--- src/rtl/cmd_seq_arbiter_pkg.sv ---
// Shared types and constants for the command sequencer arbiter.
// Latency: n/a (package only).
// Backpressure: n/a (package only).
package cmd_seq_arbiter_pkg;

   // FSM state encoding
   typedef logic [2:0] state_t;
   localparam state_t ST_IDLE      = 3'd0;
   localparam state_t ST_START     = 3'd1;
   localparam state_t ST_WAIT_BUSY = 3'd2;
   localparam state_t ST_WAIT_DONE = 3'd3;
   localparam state_t ST_GAP       = 3'd4;

   // Saturating merged-request counter
   localparam int                   DROP_CNT_W   = 8;
   localparam logic [DROP_CNT_W-1:0] DROP_CNT_MAX = '1;

   // Width of an index into an n-entry vector (at least one bit)
   function automatic int idx_w(input int n);
      return (n > 1) ? $clog2(n) : 1;
   endfunction

endpackage

--- src/rtl/cmd_seq_arbiter_rr_priority_select.sv ---
// Combinational round-robin picker: first set pending bit above the pointer, with wrap.
// Latency: purely combinational, zero cycles.
// Backpressure: none; valid_o is low when nothing is pending.
module rr_priority_select
   import cmd_seq_arbiter_pkg::*;
#(
   parameter int N  = 4,
   parameter int IW = idx_w(N)
) (
   input  logic [N-1:0]  pending_i,
   input  logic [IW-1:0] ptr_i,
   output logic [N-1:0]  winner_o,
   output logic [IW-1:0] winner_idx_o,
   output logic          valid_o
);

   // Scan ptr+1, ptr+2, ... ptr+N (mod N); the last candidate is the pointer itself
   always_comb begin
      int            cand;
      logic [IW-1:0] cand_idx;
      winner_o     = '0;
      winner_idx_o = '0;
      valid_o      = 1'b0;
      cand         = 0;
      cand_idx     = '0;
      for (int off = 1; off <= N; off++) begin
         cand = int'(ptr_i) + off;
         if (cand >= N) begin
            cand = cand - N;
         end
         cand_idx = IW'(cand);
         if (!valid_o && pending_i[cand_idx]) begin
            valid_o            = 1'b1;
            winner_idx_o       = cand_idx;
            winner_o[cand_idx] = 1'b1;
         end
      end
   end

endmodule

--- src/rtl/cmd_seq_arbiter.sv ---
// Round-robin arbiter sharing one command sequencer; optional wait-busy timeout under CMD_SEQ_ARBITER_TIMEOUT_EN.
// Latency: REQ at cycle n -> PENDING at n+1 -> SEQ_START_FLAG at n+2 when idle and enabled.
// Backpressure: grants held off by ENABLE, SEQ_START_ENABLE, SEQ_READY and the post-transaction gap.
module cmd_seq_arbiter
   import cmd_seq_arbiter_pkg::*;
#(
   parameter int NUM_REQ   = 4,
   parameter int GAP_WIDTH = 16
`ifdef CMD_SEQ_ARBITER_TIMEOUT_EN
   ,
   parameter int TIMEOUT_CYCLES = 1023
`endif
) (
   input  logic                  CMD_CLK,
   input  logic                  CMD_RST,
   input  logic                  ENABLE,
   input  logic [GAP_WIDTH-1:0]  GAP_CYCLES,
   input  logic [NUM_REQ-1:0]    REQ,
   input  logic                  SEQ_START_ENABLE,
   input  logic                  SEQ_READY,
   input  logic                  SEQ_READY_FLAG,
   output logic                  SEQ_START_FLAG,
   output logic [NUM_REQ-1:0]    GRANT,
   output logic [NUM_REQ-1:0]    DONE,
   output logic [NUM_REQ-1:0]    PENDING,
   output logic [DROP_CNT_W-1:0] DROP_CNT,
`ifdef CMD_SEQ_ARBITER_TIMEOUT_EN
   output logic                  TIMEOUT,
`endif
   output logic                  BUSY
);

   localparam int IW = idx_w(NUM_REQ);

   state_t                 state_q, state_d;
   logic [IW-1:0]          ptr_q;
   logic [NUM_REQ-1:0]     pending_q, pending_d;
   logic [NUM_REQ-1:0]     grant_q;
   logic [NUM_REQ-1:0]     done_q;
   logic [DROP_CNT_W-1:0]  drop_q, drop_d;
   logic [GAP_WIDTH-1:0]   gap_q;
   logic                   flag_q;

   logic [NUM_REQ-1:0]     win;
   logic [IW-1:0]          win_idx;
   logic                   win_vld;
   logic [NUM_REQ-1:0]     clr;
   logic [NUM_REQ-1:0]     merged;
   logic [DROP_CNT_W:0]    merged_cnt;
   logic [DROP_CNT_W:0]    drop_sum;

   logic                   grant_go;
   logic                   done_go;
   logic                   to_hit;
   logic                   enter_gap;

   rr_priority_select #(
      .N  (NUM_REQ),
      .IW (IW)
   ) u_rr (
      .pending_i    (pending_q),
      .ptr_i        (ptr_q),
      .winner_o     (win),
      .winner_idx_o (win_idx),
      .valid_o      (win_vld)
   );

   assign grant_go  = (state_q == ST_IDLE) && ENABLE && SEQ_START_ENABLE && SEQ_READY && win_vld;
   assign done_go   = (state_q == ST_WAIT_DONE) && SEQ_READY_FLAG;
   assign enter_gap = done_go || to_hit;

`ifdef CMD_SEQ_ARBITER_TIMEOUT_EN
   localparam int TO_W = $clog2(TIMEOUT_CYCLES + 1);

   logic [TO_W-1:0] to_q;
   logic            timeout_q;

   // Sequencer never went busy: abandon the transaction after TIMEOUT_CYCLES in WAIT_BUSY
   assign to_hit = (state_q == ST_WAIT_BUSY) && SEQ_READY && (to_q == TO_W'(TIMEOUT_CYCLES - 1));

   // Count cycles spent in WAIT_BUSY; restarts from zero on every entry
   always_ff @(posedge CMD_CLK or posedge CMD_RST) begin
      if (CMD_RST) begin
         to_q      <= '0;
         timeout_q <= 1'b0;
      end else begin
         to_q      <= (state_q == ST_WAIT_BUSY) ? to_q + 1'b1 : '0;
         timeout_q <= to_hit;
      end
   end
`else
   assign to_hit = 1'b0;
`endif

   // State register
   always_ff @(posedge CMD_CLK or posedge CMD_RST) begin
      if (CMD_RST) begin
         state_q <= ST_IDLE;
      end else begin
         state_q <= state_d;
      end
   end

   // Next-state logic
   always_comb begin
      state_d = state_q;
      case (state_q)
         ST_IDLE:      if (grant_go) state_d = ST_START;
         ST_START:     state_d = ST_WAIT_BUSY;
         ST_WAIT_BUSY: begin
            if (!SEQ_READY) begin
               state_d = ST_WAIT_DONE;
            end else if (to_hit) begin
               state_d = ST_GAP;
            end
         end
         ST_WAIT_DONE: if (SEQ_READY_FLAG) state_d = ST_GAP;
         ST_GAP:       if (gap_q == '0) state_d = ST_IDLE;
         default:      state_d = ST_IDLE;
      endcase
   end

   // Output decode
   always_comb begin
      BUSY           = (state_q != ST_IDLE);
      SEQ_START_FLAG = flag_q;
      GRANT          = grant_q;
      DONE           = done_q;
      PENDING        = pending_q;
      DROP_CNT       = drop_q;
`ifdef CMD_SEQ_ARBITER_TIMEOUT_EN
      TIMEOUT        = timeout_q;
`endif
   end

   // Request latching: a new request beats the grant clearing the same bit
   always_comb begin
      clr        = grant_go ? win : '0;
      merged     = REQ & pending_q & ~clr;
      pending_d  = (pending_q & ~clr) | REQ;
      merged_cnt = '0;
      for (int i = 0; i < NUM_REQ; i++) begin
         merged_cnt = merged_cnt + {{DROP_CNT_W{1'b0}}, merged[i]};
      end
      drop_sum = {1'b0, drop_q} + merged_cnt;
      drop_d   = (drop_sum > {1'b0, DROP_CNT_MAX}) ? DROP_CNT_MAX : drop_sum[DROP_CNT_W-1:0];
   end

   // Pending vector and saturating drop counter
   always_ff @(posedge CMD_CLK or posedge CMD_RST) begin
      if (CMD_RST) begin
         pending_q <= '0;
         drop_q    <= '0;
      end else begin
         pending_q <= pending_d;
         drop_q    <= drop_d;
      end
   end

   // Owner and round-robin pointer; pointer moves to the winner at grant time
   always_ff @(posedge CMD_CLK or posedge CMD_RST) begin
      if (CMD_RST) begin
         grant_q <= '0;
         ptr_q   <= IW'(NUM_REQ - 1);
      end else if (grant_go) begin
         grant_q <= win;
         ptr_q   <= win_idx;
      end else if (enter_gap) begin
         grant_q <= '0;
      end
   end

   // Single-cycle start flag, aligned with the START state
   always_ff @(posedge CMD_CLK or posedge CMD_RST) begin
      if (CMD_RST) begin
         flag_q <= 1'b0;
      end else begin
         flag_q <= (state_d == ST_START);
      end
   end

   // Completion pulse on the owner's bit, coincident with entering GAP
   always_ff @(posedge CMD_CLK or posedge CMD_RST) begin
      if (CMD_RST) begin
         done_q <= '0;
      end else begin
         done_q <= done_go ? grant_q : '0;
      end
   end

   // Gap counter: GAP_CYCLES sampled only on entry, counts down to zero and holds
   always_ff @(posedge CMD_CLK or posedge CMD_RST) begin
      if (CMD_RST) begin
         gap_q <= '0;
      end else if (enter_gap) begin
         gap_q <= GAP_CYCLES;
      end else if ((state_q == ST_GAP) && (gap_q != '0)) begin
         gap_q <= gap_q - 1'b1;
      end
   end

endmodule

--- config.mk ---
export PLATFORM = sky130hd
export DESIGN_NAME = cmd_seq_arbiter
export DESIGN_NICKNAME = d
export VERILOG_FILES = /design/src/rtl/cmd_seq_arbiter_pkg.sv /design/src/rtl/cmd_seq_arbiter_rr_priority_select.sv /design/src/rtl/cmd_seq_arbiter.sv
export SDC_FILE = /design/constraint.sdc
export NUM_CORES = 1
export LEC_CHECK = 0
export CORE_ASPECT_RATIO = 1.25
export CORE_MARGIN = 4
export CORE_UTILIZATION = 25
export DETAILED_ROUTE_END_ITERATION = 8
export GPL_ROUTABILITY_DRIVEN = 0
export PLACE_DENSITY_LB_ADDON = 0.3
export SYNTH_ARGS = -nofsm -noshare
export SYNTH_HDL_FRONTEND = slang
export SYNTH_SLANG_ARGS = --single-unit
--- constraint.sdc ---
create_clock -name CMD_CLK -period 4.91 [get_ports CMD_CLK]
set_clock_uncertainty 0.15 [all_clocks]
set_input_delay 0.491 -clock CMD_CLK [delete_from_list [all_inputs] [get_ports CMD_CLK]]
set_output_delay 0.491 -clock CMD_CLK [all_outputs]
set_load 0.005 [all_outputs]
* Yosys cells after proc, flatten, opt, wreduce, memory -nomap -nowiden
Cells that the tools add are included.
** Word-level totals
- Bits in registers :: 42
- Input port bits :: 26
- Output and inout bits :: 22
- Logic and storage cells :: 113
** Cells by class
- Add/subtract/negate cells :: 13
- Magnitude comparators :: 13
- Eq/ne operators :: 5
- Mux-type cells :: 44
- Bitwise operators :: 8
- Reduce and logical (&&, ||, !) cells :: 22
** Operators by type and width (number)
- $mux W16 :: 2
- $mux W4 :: 8
- $logic_not A16 Y1 :: 1
- $mux W2 :: 8
- $or A4 B4 Y4 :: 4
- $reduce_bool A16 Y1 :: 1
- $sub A16 B1 Y16 const B :: 1
- $pmux W3 S5 :: 1
- $logic_and A1 B1 Y1 :: 13
- $and A4 B4 Y4 :: 3
- $lt A2 B3 Y1 const B :: 4
- $mux W1 :: 12
- $mux W3 :: 4
- $add A8 B4 Y9 :: 1
- $ge A3 B3 Y1 const B :: 3
- $gt A9 B8 Y1 const B :: 1
- $bmux W1 S2 :: 4
- $demux W1 S2 :: 4
- $ge A2 B1 Y1 const B :: 4
- $mux W8 :: 1
- $sub A2 B1 Y2 const B :: 4
- $add A2 B2 Y3 const B :: 2
- $eq A3 B1 Y1 const B :: 2
- $eq A3 B2 Y1 const B :: 2
- other kinds (12) :: 15

* Depth between registers and ports, before layout
- Depth after elaboration :: 25
- Gate-level depth with buffers :: 17
- Mapped depth without buffers :: 15

* Modules after synthesis
Synthesis repeated with hierarchy kept, for this count alone.
** Unflattened totals
- Cell total of the unflattened synthesis :: 277
- Area total of the unflattened synthesis :: 2613.8 um2
** By module, submodules not included
- cmd_seq_arbiter :: times used 1, cells each 209, area each 2088.3 um2, seq. area each 1053.5 um2
- rr_priority_select :: times used 1, cells each 68, area each 525.5 um2, seq. area each 0.0 um2

* Worst setup path before layout
Ideal clock, no wire load.
- Path kind :: reg2reg
- Start :: reg ptr_q[0]
- End :: reg drop_q[0] (netlist: DROP_CNT[0])
- Setup time :: 0.124 ns
- Arrival :: 4.383 ns
- Slack :: 0.253 ns
- Cell stages (with the launch flop) :: 17
- Cell sequence :: dfstp_2 -> buf_6 -> inv_1 -> ha_1 -> clkbuf_1 -> mux4_2 -> a31o_2 -> a221oi_1 -> a2bb2oi_1 -> o211ai_1 -> fa_1 -> inv_1 -> fa_1 -> fa_1 -> and3_1 -> nand3_1 -> nand2b_1
** Between the ends
- Word-level cells in the longest chain between the ends :: 25
- Elaborated cells on any way between the ends :: 71
- Classes of those cells :: 12 x add/sub; 13 x order compare; 30 x mux; 5 x bitwise; 11 x reduce/logical
** RTL lines
- from (decl) :: RTL line cmd_seq_arbiter.sv:36 : logic [IW-1:0] ptr_q;
- from (signal assigned) :: RTL line cmd_seq_arbiter.sv:164 : ptr_q <= IW'(NUM_REQ - 1);
- from (signal assigned) :: RTL line cmd_seq_arbiter.sv:167 : ptr_q <= win_idx;
- branches (longest 16 deep; another with $add A2 B1 Y3)
- $mux W4 (*) :: RTL line cmd_seq_arbiter.sv:138 : clr = grant_go ? win : '0;
- $not A4 Y4 (*) :: RTL line cmd_seq_arbiter.sv:139 : merged = REQ & pending_q & ~clr;
- $and A4 B4 Y4 (*) :: RTL line cmd_seq_arbiter.sv:139
- $add A1 B1 Y2 :: RTL line cmd_seq_arbiter.sv:143 : merged_cnt = merged_cnt + {{DROP_CNT_W{1'b0}}, merged[i]};
- $add A2 B1 Y3 :: RTL line cmd_seq_arbiter.sv:143
- $add A3 B1 Y4 (*) :: RTL line cmd_seq_arbiter.sv:143
- $add A8 B4 Y9 (*) :: RTL line cmd_seq_arbiter.sv:145 : drop_sum = {1'b0, drop_q} + merged_cnt;
- $gt A9 B8 Y1 :: RTL line cmd_seq_arbiter.sv:146 : drop_d = (drop_sum > {1'b0, DROP_CNT_MAX}) ? DROP_CNT_MAX : drop_sum[DROP_CNT_W-1:0];
- $mux W8 (*) :: RTL line cmd_seq_arbiter.sv:146
- named net drop_d[0] :: RTL line cmd_seq_arbiter.sv:40 : logic [DROP_CNT_W-1:0] drop_q, drop_d;
- to (signal assigned) :: RTL line cmd_seq_arbiter.sv:156 : drop_q <= drop_d;
- to (decl) :: RTL line cmd_seq_arbiter.sv:40
Mark *: on every way through the listed nets, which the timed path passes. The select of a mux whose other input is x is not followed.
A chain may end at the register's enable or synchronous reset.

* Worst setup path after layout
- Start :: reg ptr_q[1]
- End :: reg drop_q[3] (netlist: DROP_CNT[3])
The elaborated chain is that of the path after synthesis.

==> impl_results.md <==
* FF-to-FF End: DROP_CNT[3]
* Core Footprint at 0.0107 mm2
* CTS H-tree depth at 2
* Status: finished clean
* First-pass GRT wire length at 11.6 mm
* RSZ-0062 raised after global routing: no
* Register area share after synthesis at 38.1%
* CTS root buffer: clkbuf_16
* Synth Instances at 296
* Die area at 0.0128 mm2
* Routed Antenna Nets at 0
* Vias at 2332
* P per Cell Area at 520 mW/mm2
* WL per Instance at 14.5 um
* Final Hold Vio Count at 0
* WS Path Type: flip-flop to flip-flop
* FFs w/ async S/R, synth at 100%
* Maxcap violations at 0
* Initial antenna violation count at 0
* GRT Total Usage at 11.1%
* Worst slew pin tran at 0.609 ns
* Yosys reg bits at 42
* CP Max Fanout at 8
* FP Rows at 42
* Reg clk slew, reported paths at 0.07 ns
* Synth Flop Type: dfrtp_1
* Number of remaining DRC errors at 0
* CTS tree: done
* Hold Path Depth at 1
* Dpl ws at 0.231 ns
* Startpoint types: flip-flop
* Via density at 4.87
* Port bufs at 47
* Crit path time final at 4.56 ns
* DRT Pass-1 Iters at 4
* PnR worst setup slack at 0.354 ns
* Avg Cell Area, Syn at 9.35 um2
* Maximum VDD drop at 0.000210 V
* Syn_nets at 335
* TNS Setup at 0 ns
* Crit path capture: DROP_CNT[3]
* Gr ovfl total at 0
* Yosys Warn Count at 0
* Finish-stage setup viols at 0
* Final cell count without fillers at 479
* Setup crit end kind: flip-flop
* Placed instance count at 469
* FF-to-FF Start: ptr_q[1]
* Total CTS buffers at 5
* Starting DRT DRC Count at 75
* Slew Limit Fails at 0
* Nets at 385
* Area growth from synthesis to final layout at 30.4%
* R2R depth at 14
* Max Buffers Root-to-Sink at 2
* Max_slew headroom at 59.1%
* Crit. Startpoint: ptr_q[1]
* Final Power at 1.88 mW
* Yosys cell types at 56
* Largest net degree at the start of global routing at 43
* Final WL at 6.96 mm
* Diodes inserted at 0
* Clk sinks at 42
* Ratio of final minimum period to clock period at 92.8%
* DIE WIDTH at 102 um
* Worst-Skew Late Latency at 0.28 ns
* R2R setup slack at 0.35 ns
* Initial core utilization at 25.8%
* Critical Path AT at 4.57 ns
* Fmax at 0.219 GHz
* Critical Path RT at 4.92 ns
* Vias in the first global route at 2300
* Dpl hpwl at 5.05 mm
* Path category of the worst min-delay check: flip-flop to flip-flop
* Height of the die at 126 um
* Post-synth EDFFs at 0
* Proportion of layout cells with a drive suffix above 1 at 12.4%
* Io pins at 48
* Lkg Pwr at 1.42 nW
* Synthesized area at 0.00277 mm2
cell families after synthesis:
group	synth area share, %
AOI/OAI and AO/OA	17.6
xor gates and xnor gates	4.75
adders and majority gates	6.69
buffers and inverters	4.97
DFF	38.1
muxes	5.56
and+or+nand+nor	22.4
through the flow:
step | cell area (um2) | util (%) | hold slack (ns)
3_5_place_dp | 3380 | 31.5 | 0.367
5_1_grt | 3610 | 33.7 | 0.407
3_3_place_gp | 3380 | 31.5 | 0.364
4_1_cts | 3580 | 33.4 | 0.377
6_report | 3610 | 33.7 | 0.380
2_1_floorplan | 2770 | - | 0.351
how the worst min path moves through the flow:
stage	from	slack [ns]	end
floorplan	DROP_CNT[6]	0.35	DROP_CNT[6]
global placement	DROP_CNT[6]	0.36	DROP_CNT[6]
detailed placement	DROP_CNT[6]	0.37	DROP_CNT[6]
CTS	DROP_CNT[6]	0.38	DROP_CNT[6]
global route	GRANT[1]	0.41	DONE[1]
finish	DROP_CNT[6]	0.38	DROP_CNT[6]
metal layers:
metal  up-vias  share of wire, %  GRT usage [%]
li1       1156                 -              -
met4         0               1.5           2.86
met2        75                49           18.6
met3        10               5.8           2.54
met1      1091                43           14.4
met5         -                 0              0
critical path, cell delays in order, from the launching register on:
cell and delay, ns:
dfstp_2 0.52, inv_1 0.08, ha_2 0.43, mux4_2 0.40, a31o_2 0.24, a221oi_1 0.23
a2bb2oi_1 0.31, o211ai_1 0.13, fa_1 0.50, inv_1 0.05, fa_1 0.43, fa_1 0.48
and3_1 0.20, nand3_1 0.19, nand2_1 0.08
cell type report:
cell class                      instances  area, um2
Timing Repair Buffer                   56        538
Inverter                               17       63.8
Tap cell                              132        165
Clock inverter                          3       68.8
Multi-Input combinational cell        224       1600
Clock buffer                            5        125
Sequential cell                        42       1050
Fill cell                            1120       7110
state kept, by name (all words and copies together), names as in the netlist:
name and cells:
SEQ_START_FLAG 1, DONE 4, state_q 3, GRANT 4
ptr_q 2, gap_q 16, PENDING 4, DROP_CNT 8
power by group:
group	switching [mW]	internal (mW)	total, mW	leakage [nW]
clock network	0.140	0.292	0.432	0.0940
logic	0.400	0.418	0.819	0.847
registers	0.142	0.484	0.626	0.478
total	0.682	1.19	1.88	1.42
cell usage after synthesis, drive strengths merged, types with 7 or more instances:
cell type / count / share of area, %
dfrtp: 40 / 36
nor2: 34 / 4.6
a21oi: 26 / 4.7
nand2: 21 / 3.1
inv: 17 / 2.3
ha: 10 / 4.5
nor2b: 8 / 1.8
xnor2: 8 / 2.5
clkbuf: 7 / 0.95
o21ai: 7 / 1.3
xor2: 7 / 2.2
placed cells by master (no fill, tap or decap), types with 3 or more instances in the layout:
cell,n
clkdlybuf4s50_1,47
dfrtp_1,40
nor2_1,34
a21oi_1,26
nand2_1,20
inv_1,17
ha_1,9
buf_4,9
xnor2_1,8
nor2b_1,8
xor2_1,7
nor3_1,6
nand3_1,6
nand2b_1,6
o22ai_1,6
and2_1,5
o211ai_1,5
clkbuf_16,5
a31oi_1,4
mux4_2,4
a31o_2,4
o21ai_0,4
nand4b_1,3
nand4_1,3
or3_1,3
and3_1,3
mux2_2,3
o21ai_1,3
or2_2,3
o31a_1,3
fa_1,3
repair_timing:
action                                  CTS  global route
setup buffers                             0             2
endpoints found under the setup margin    0             7
resized for setup                         0             4
hold buffers                              0             0
hold endpoints to repair                  0             0
No activity file was read; power rests on OpenSTA's default activity.
